### config.mk
export PLATFORM = sky130hd
export DESIGN_NAME = uart_tx_controller_flat
export DESIGN_NICKNAME = d
export VERILOG_FILES = /design/src/rtl/uart_tx_controller_if.sv /design/src/rtl/uart_tx_controller.sv /design/src/flat_wrapper.sv
export SDC_FILE = /design/constraint.sdc
export NUM_CORES = 1
export LEC_CHECK = 0
export ABC_AREA = 1
export CORE_UTILIZATION = 40
export CTS_BUF_LIST = sky130_fd_sc_hd__clkbuf_8
export DETAILED_ROUTE_END_ITERATION = 7
export PLACE_DENSITY = 0.91
export SKIP_CTS_REPAIR_TIMING = 1
export SLEW_MARGIN = 10
export SYNTH_ARGS = -nofsm -noshare
export SYNTH_HDL_FRONTEND = slang
export SYNTH_SLANG_ARGS = --single-unit
### constraint.sdc
create_clock -name clock_in -period 1.54 [get_ports clock_in]
set_input_delay 0.231 -clock clock_in [delete_from_list [all_inputs] [get_ports clock_in]]
set_output_delay 0.231 -clock clock_in [all_outputs]
set_load 0.02 [all_outputs]
### src/rtl/uart_tx_controller_if.sv
// Bus bundle for uart_tx_controller: start/status handshake, instruction-memory
// read port and the Avalon-MM master port towards the UART.
// master = controller side, slave = environment (memory, UART, sequencer).
interface uart_tx_controller_if #(
  parameter int ADDRESS_WIDTH = 11
);
  logic                     start_in;
  logic [ADDRESS_WIDTH-1:0] start_address_in;
  logic [ADDRESS_WIDTH-1:0] word_count_in;
  logic [ADDRESS_WIDTH-1:0] memory_address_out;
  logic [15:0]              memory_data_in;
  logic [31:0]              readdata_in;
  logic                     waitrequest_in;
  logic                     chipselect_out;
  logic                     address_out;
  logic                     read_n_out;
  logic                     write_n_out;
  logic [31:0]              writedata_out;
  logic                     busy_out;
  logic                     done_out;

  modport master (
    input  start_in, start_address_in, word_count_in, memory_data_in,
           readdata_in, waitrequest_in,
    output memory_address_out, chipselect_out, address_out, read_n_out,
           write_n_out, writedata_out, busy_out, done_out
  );

  modport slave (
    output start_in, start_address_in, word_count_in, memory_data_in,
           readdata_in, waitrequest_in,
    input  memory_address_out, chipselect_out, address_out, read_n_out,
           write_n_out, writedata_out, busy_out, done_out
  );
endinterface

### src/rtl/uart_tx_controller.sv
// uart_tx_controller: drains 16-bit instruction-memory words into the UART
// data register, low byte first, polling the control register WSPACE field
// before byte writes.
// Optional feature macro: UART_TX_WSPACE_CACHE_EN -- caches the polled WSPACE
// as write credit so consecutive byte writes can skip the poll.
module uart_tx_controller #(
  parameter int ADDRESS_WIDTH = 11
) (
  input logic                 clock_in,
  input logic                 reset_in,
  uart_tx_controller_if.master bus
);

  // POLL_GAP / WR_GAP are the mandatory idle cycles between two bus transactions
  typedef enum logic [3:0] {
    S_IDLE, S_MEM_RD, S_MEM_LATCH, S_POLL, S_POLL_GAP,
    S_WR_GAP, S_WRITE, S_NEXT, S_DONE
  } state_t;

  state_t                   state, state_nxt;
  logic [ADDRESS_WIDTH-1:0] ptr;
  logic [ADDRESS_WIDTH-1:0] remaining;
  logic [15:0]              hold;
  logic                     byte_hi;
  logic                     busy_q, done_q;
  logic                     credit_ok;
  logic [15:0]              wspace;
  logic                     cs_c, addr_c, rd_n_c, wr_n_c;
  logic [31:0]              wdata_c;
  logic                     unused_low_bits;

  assign wspace          = bus.readdata_in[31:16];
  assign unused_low_bits = ^bus.readdata_in[15:0];

`ifdef UART_TX_WSPACE_CACHE_EN
  logic [15:0] credit;

  // Credit loads from a successful poll and burns one per completed byte write
  always_ff @(posedge clock_in or posedge reset_in) begin
    if (reset_in)
      credit <= 16'd0;
    else if (state == S_IDLE)
      credit <= 16'd0;
    else if (state == S_POLL && !bus.waitrequest_in && wspace != 16'd0)
      credit <= wspace;
    else if (state == S_WRITE && !bus.waitrequest_in && credit != 16'd0)
      credit <= credit - 16'd1;
  end

  assign credit_ok = (credit != 16'd0);
`else
  assign credit_ok = 1'b0;
`endif

  // State register
  always_ff @(posedge clock_in or posedge reset_in) begin
    if (reset_in) state <= S_IDLE;
    else          state <= state_nxt;
  end

  // Next-state and bus strobes; strobes decode straight from state so reset
  // drops them asynchronously
  always_comb begin
    state_nxt = state;
    cs_c      = 1'b0;
    addr_c    = 1'b0;
    rd_n_c    = 1'b1;
    wr_n_c    = 1'b1;
    wdata_c   = 32'h0;
    case (state)
      S_IDLE:      if (bus.start_in)
                     state_nxt = (bus.word_count_in == '0) ? S_DONE : S_MEM_RD;
      S_MEM_RD:    state_nxt = S_MEM_LATCH;
      S_MEM_LATCH: state_nxt = credit_ok ? S_WRITE : S_POLL;
      S_POLL: begin
        cs_c   = 1'b1;
        addr_c = 1'b1;
        rd_n_c = 1'b0;
        if (!bus.waitrequest_in)
          state_nxt = (wspace != 16'd0) ? S_WR_GAP : S_POLL_GAP;
      end
      S_POLL_GAP:  state_nxt = S_POLL;
      S_WR_GAP:    state_nxt = S_WRITE;
      S_WRITE: begin
        cs_c    = 1'b1;
        wr_n_c  = 1'b0;
        wdata_c = {24'h0, byte_hi ? hold[15:8] : hold[7:0]};
        if (!bus.waitrequest_in) state_nxt = S_NEXT;
      end
      S_NEXT: begin
        if (!byte_hi)
          state_nxt = credit_ok ? S_WRITE : S_POLL;
        else
          state_nxt = (remaining == ADDRESS_WIDTH'(1)) ? S_DONE : S_MEM_RD;
      end
      S_DONE:      state_nxt = S_IDLE;
      default:     state_nxt = S_IDLE;
    endcase
  end

  // Pointer, word counter, holding register and byte select
  always_ff @(posedge clock_in or posedge reset_in) begin
    if (reset_in) begin
      ptr       <= '0;
      remaining <= '0;
      hold      <= 16'h0;
      byte_hi   <= 1'b0;
    end else begin
      case (state)
        S_IDLE: if (bus.start_in) begin
          ptr       <= bus.start_address_in;
          remaining <= bus.word_count_in;
        end
        S_MEM_LATCH: begin
          hold    <= bus.memory_data_in;
          byte_hi <= 1'b0;
        end
        S_NEXT: begin
          if (!byte_hi) begin
            byte_hi <= 1'b1;
          end else begin
            ptr       <= ptr + ADDRESS_WIDTH'(1);
            remaining <= remaining - ADDRESS_WIDTH'(1);
          end
        end
        default: ;
      endcase
    end
  end

  // Status: busy from accepted start; done pulses as busy falls
  always_ff @(posedge clock_in or posedge reset_in) begin
    if (reset_in) begin
      busy_q <= 1'b0;
      done_q <= 1'b0;
    end else begin
      done_q <= (state == S_DONE);
      if (state == S_IDLE && bus.start_in) busy_q <= 1'b1;
      else if (state == S_DONE)            busy_q <= 1'b0;
    end
  end

  assign bus.memory_address_out = ptr;
  assign bus.chipselect_out     = cs_c;
  assign bus.address_out        = addr_c;
  assign bus.read_n_out         = rd_n_c;
  assign bus.write_n_out        = wr_n_c;
  assign bus.writedata_out      = wdata_c;
  assign bus.busy_out           = busy_q;
  assign bus.done_out           = done_q;

endmodule

### src/flat_wrapper.sv
// flat-port wrapper written by rule: the top's interface ports become plain ports
module uart_tx_controller_flat 
#(
  parameter int ADDRESS_WIDTH = 11
)
  (clock_in, reset_in, bus_start_in, bus_start_address_in, bus_word_count_in, bus_memory_data_in, bus_readdata_in, bus_waitrequest_in, bus_memory_address_out, bus_chipselect_out, bus_address_out, bus_read_n_out, bus_write_n_out, bus_writedata_out, bus_busy_out, bus_done_out);
  uart_tx_controller_if #(.ADDRESS_WIDTH(ADDRESS_WIDTH)) bus_i ();
  input logic clock_in;
  input logic reset_in;
  input wire logic [$bits(bus_i.start_in)-1:0] bus_start_in;
  input wire logic [$bits(bus_i.start_address_in)-1:0] bus_start_address_in;
  input wire logic [$bits(bus_i.word_count_in)-1:0] bus_word_count_in;
  input wire logic [$bits(bus_i.memory_data_in)-1:0] bus_memory_data_in;
  input wire logic [$bits(bus_i.readdata_in)-1:0] bus_readdata_in;
  input wire logic [$bits(bus_i.waitrequest_in)-1:0] bus_waitrequest_in;
  output wire logic [$bits(bus_i.memory_address_out)-1:0] bus_memory_address_out;
  output wire logic [$bits(bus_i.chipselect_out)-1:0] bus_chipselect_out;
  output wire logic [$bits(bus_i.address_out)-1:0] bus_address_out;
  output wire logic [$bits(bus_i.read_n_out)-1:0] bus_read_n_out;
  output wire logic [$bits(bus_i.write_n_out)-1:0] bus_write_n_out;
  output wire logic [$bits(bus_i.writedata_out)-1:0] bus_writedata_out;
  output wire logic [$bits(bus_i.busy_out)-1:0] bus_busy_out;
  output wire logic [$bits(bus_i.done_out)-1:0] bus_done_out;
  assign bus_i.start_in = bus_start_in;
  assign bus_i.start_address_in = bus_start_address_in;
  assign bus_i.word_count_in = bus_word_count_in;
  assign bus_i.memory_data_in = bus_memory_data_in;
  assign bus_i.readdata_in = bus_readdata_in;
  assign bus_i.waitrequest_in = bus_waitrequest_in;
  assign bus_memory_address_out = bus_i.memory_address_out;
  assign bus_chipselect_out = bus_i.chipselect_out;
  assign bus_address_out = bus_i.address_out;
  assign bus_read_n_out = bus_i.read_n_out;
  assign bus_write_n_out = bus_i.write_n_out;
  assign bus_writedata_out = bus_i.writedata_out;
  assign bus_busy_out = bus_i.busy_out;
  assign bus_done_out = bus_i.done_out;
  uart_tx_controller #(.ADDRESS_WIDTH(ADDRESS_WIDTH)) u_core (.clock_in(clock_in), .reset_in(reset_in), .bus(bus_i));
endmodule
==> metrics.md <==
| Metric | Value |
|---|---|
| Status | complete, but fails checks |
| Failing checks | negative setup slack |
| CTS Buffer Depth | 2 |
| Crit end category | output port |
| Overall power | 8.35 mW |
| Total grt overflow | 0 |
| Buf/Inv on CP | 1 |
| Setup slack after layout | -0.0885 ns |
| Overall Global Routing Usage | 20.6% |
| Final Cycle Share | 106% |
| Post-route insts no fill | 644 |
| Port Buffers | 82 |
| Row count | 31 |
| Dpl hpwl | 5600 µm |
| Worst vdd ir | 1190 µV |
| Largest net degree at the start of global routing | 46 |
| Die width | 88.1 µm |
| CP Class | register to output port |
| # IOs | 123 |
| Crit path required time | 1.31 ns |
| Leakage | 2.18 nW |
| DR pass1 iterations | 5 |
| PwrDens | 1930 nW/µm² |
| Later-pin clock latency in the skew report | 0.31 ns |
| Yosys reg bits | 45 |
| Vias/cell | 5.00 |
| H-Tree Level Count | 2 |
| Final wirelength | 8380 µm |
| Startpoint type of the worst setup path | register |
| Area occupied by multi-input gates | 1660 µm² |
| Crit-path max FO | 5 |
| Post-detailed-route count of antenna-violating nets | 0 |
| Placed cell area | 4030 µm² |
| Drt first-iter violations | 236 |
| Final net count | 622 |
| Setup violators final | 19 |
| Via count | 3,218 |
| CTS tree | yes |
| Clock transition at path regs | 0.09 ns |
| Gate Count Post-Synth | 425 |
| Worst hold slack | 0.268 ns |
| Gpl congestion | 0.929 |
| Largest stage delay, worst path | 0.46 ns |
| RSZ-0062 raised after global routing | true |
| Inst Count DP | 628 |
| ANT cells | 0 |
| Library cells used by synthesis | 34 |
| WP data arrival | 1.40 ns |
| Final Critical Period | 1.63 ns |
| Min-Delay Path Class | input pin to asynchronous set/reset pin |
| CP max stage cell | dfrtp_2 |
| Final Max Slew Viols | 0 |
| Core box area | 7210 µm² |
| Die ar. | 7760 µm² |
| Initial core utilization | 41.1% |
| Sequential share of the synthesized area | 38.0% |
| First-pass GRT wire length | 12,500 µm |
| Reg area | 1130 µm² |
| Fin util | 59.9% |
| Hold Vio Cnt, Final | 0 |
| Yosys warns | 0 |
| Residual DRC | 0 |
| Finished Cell Area | 4320 µm² |
| Layout cell share with drive strength beyond 1 | 19.1% |
| Syn Std Cell Area | 2970 µm² |
| Area growth syn-to-layout | 45.7% |
| FMAX | 614 MHz |
| Root Buffer | clkbuf_8 |
| Vias in the first global route | 2,938 |
| Critical path's top delay family | flip-flops |
| # fillers | 631 |
| Drt wl/cell | 13.0 µm |
| Clk sinks | 45 |
| CTS buffer count | 5 |
| Max_cap viols | 0 |
| Syn Area/Cell | 6.98 µm² |
| Initial antenna violation count | 0 |
| Worst path cell trace | nor2_4 > nand2_2 > a21oi_1 > buf_2 |
| Height of the die | 88.1 µm |
| Clock Skew | 0.00682 ns |
-- Yosys cell counts --
| cell type | count | area (µm²) |
|---|---|---|
| a21oi_1 | 15 | 75.1 |
| a21oi_2 | 3 | 26.3 |
| a22oi_2 | 1 | 12.5 |
| buf_2 | 7 | 35.0 |
| buf_4 | 25 | 188 |
| buf_6 | 2 | 22.5 |
| clkbuf_1 | 1 | 3.75 |
| conb_1 | 1 | 3.75 |
| dfrtp_1 | 45 | 1130 |
| ha_1 | 3 | 37.5 |
| inv_1 | 29 | 109 |
| inv_2 | 4 | 15.0 |
| nand2_1 | 149 | 559 |
| nand2_2 | 3 | 18.8 |
| nand2_4 | 3 | 33.8 |
| nand3_1 | 15 | 75.1 |
| nand3_4 | 1 | 17.5 |
| nand4_1 | 2 | 12.5 |
| nor2_1 | 58 | 218 |
| nor2_2 | 1 | 6.26 |
| nor2_4 | 3 | 33.8 |
| nor2_8 | 1 | 20.0 |
| nor3_1 | 4 | 20.0 |
| o211ai_1 | 2 | 15.0 |
| o21a_1 | 2 | 15.0 |
| o21ai_0 | 30 | 150 |
| o21ai_1 | 1 | 5.00 |
| o21ai_2 | 3 | 26.3 |
| o22ai_1 | 1 | 6.26 |
| o31ai_1 | 2 | 15.0 |
| o31ai_2 | 1 | 12.5 |
| or2_2 | 4 | 25.0 |
| xnor2_1 | 1 | 8.76 |
| xor2_1 | 2 | 17.5 |
-- kinds of logic after synthesis --
family | Yosys count | synth area share (%)
buffers and inverters | 68 | 12.6
xor gates and xnor gates | 3 | 0.886
other | 1 | 0.126
and+or+nand+nor | 244 | 35.1
DFF | 45 | 38.0
adders and majority gates | 3 | 1.27
AOI/OAI and AO/OA | 61 | 12.1
-- final timing paths --
check / startpoint / end / slack (ns) / cells past startpoint
max: u_core.state[0] / bus_writedata_out[0] / -0.09 / 4
min: reset_in / u_core.remaining[0] / 0.27 / 3
max reg2reg: u_core.state[1] / u_core.bus.memory_address_out[0] / -0.06 / 11
min reg2reg: u_core.hold[7] / u_core.hold[7] / 0.49 / 2
max in group asynchronous: reset_in / u_core.state[3] / 1.04 / 3
min in group clock_in: bus_memory_data_in[4] / u_core.hold[4] / 0.46 / 3
-- through the flow --
stage	TNS, ns	setup slack [ns]
after detailed placement	-5.19	-0.261
after global placement	-2.36	-0.174
after floorplan	0	0.0185
final	-0.701	-0.0885
after global routing	-3.19	-0.173
after CTS	-10.44	-0.611
-- worst reg2reg max path, delay by kind of cell (launching register included) --
kind                   cells  cell delay (ns)
flip-flops                 1             0.35
buffers and inverters      4             0.55
AND/OR/NAND/NOR            7             0.61
-- power breakdown --
group          internal (mW)  leakage, nW  switching, mW
Clock                  0.472       0.0540          0.412
Sequential              1.76        0.542          0.458
Combinational           2.20         1.59           3.05
-- cell usage in the layout, fill, tap and decap left out, drive strengths merged, types with 2 or more instances in the layout --
master	count
nand2	156
nor2	65
clkdlybuf4s50	59
buf	47
dfrtp	45
o21ai	34
inv	33
conb	24
a21oi	18
nand3	17
dlymetal6s2s	12
clkbuf	8
nor3	4
or2	4
ha	3
o31ai	3
nand4	2
o211ai	2
o21a	2
xor2	2
-- per-layer routing --
layer  routed length (µm)  GRT usage (%)
met1                 3330           25.0
met2                 4220           37.8
met3                  659           3.39
met4                  177           5.57
met5                    0              0
-- sequential cells by signal (all words and copies together), names as in the netlist --
name / cells
u_core.bus.memory_address_out: 11
u_core.hold: 16
u_core.bus.busy_out: 1
u_core.byte_hi: 1
u_core.remaining: 11
u_core.bus.done_out: 1
u_core.state: 4
-- layout make-up --
class,instances,share of cell area [%]
repair buffers,121,27.4
inverters,33,2.87
flip-flops and latches,45,26.1
clock inverters,2,0.811
clock buffers,5,1.59
well taps,99,2.87
multi-input cells,339,38.4
No activity file was read; power rests on OpenSTA's default activity.
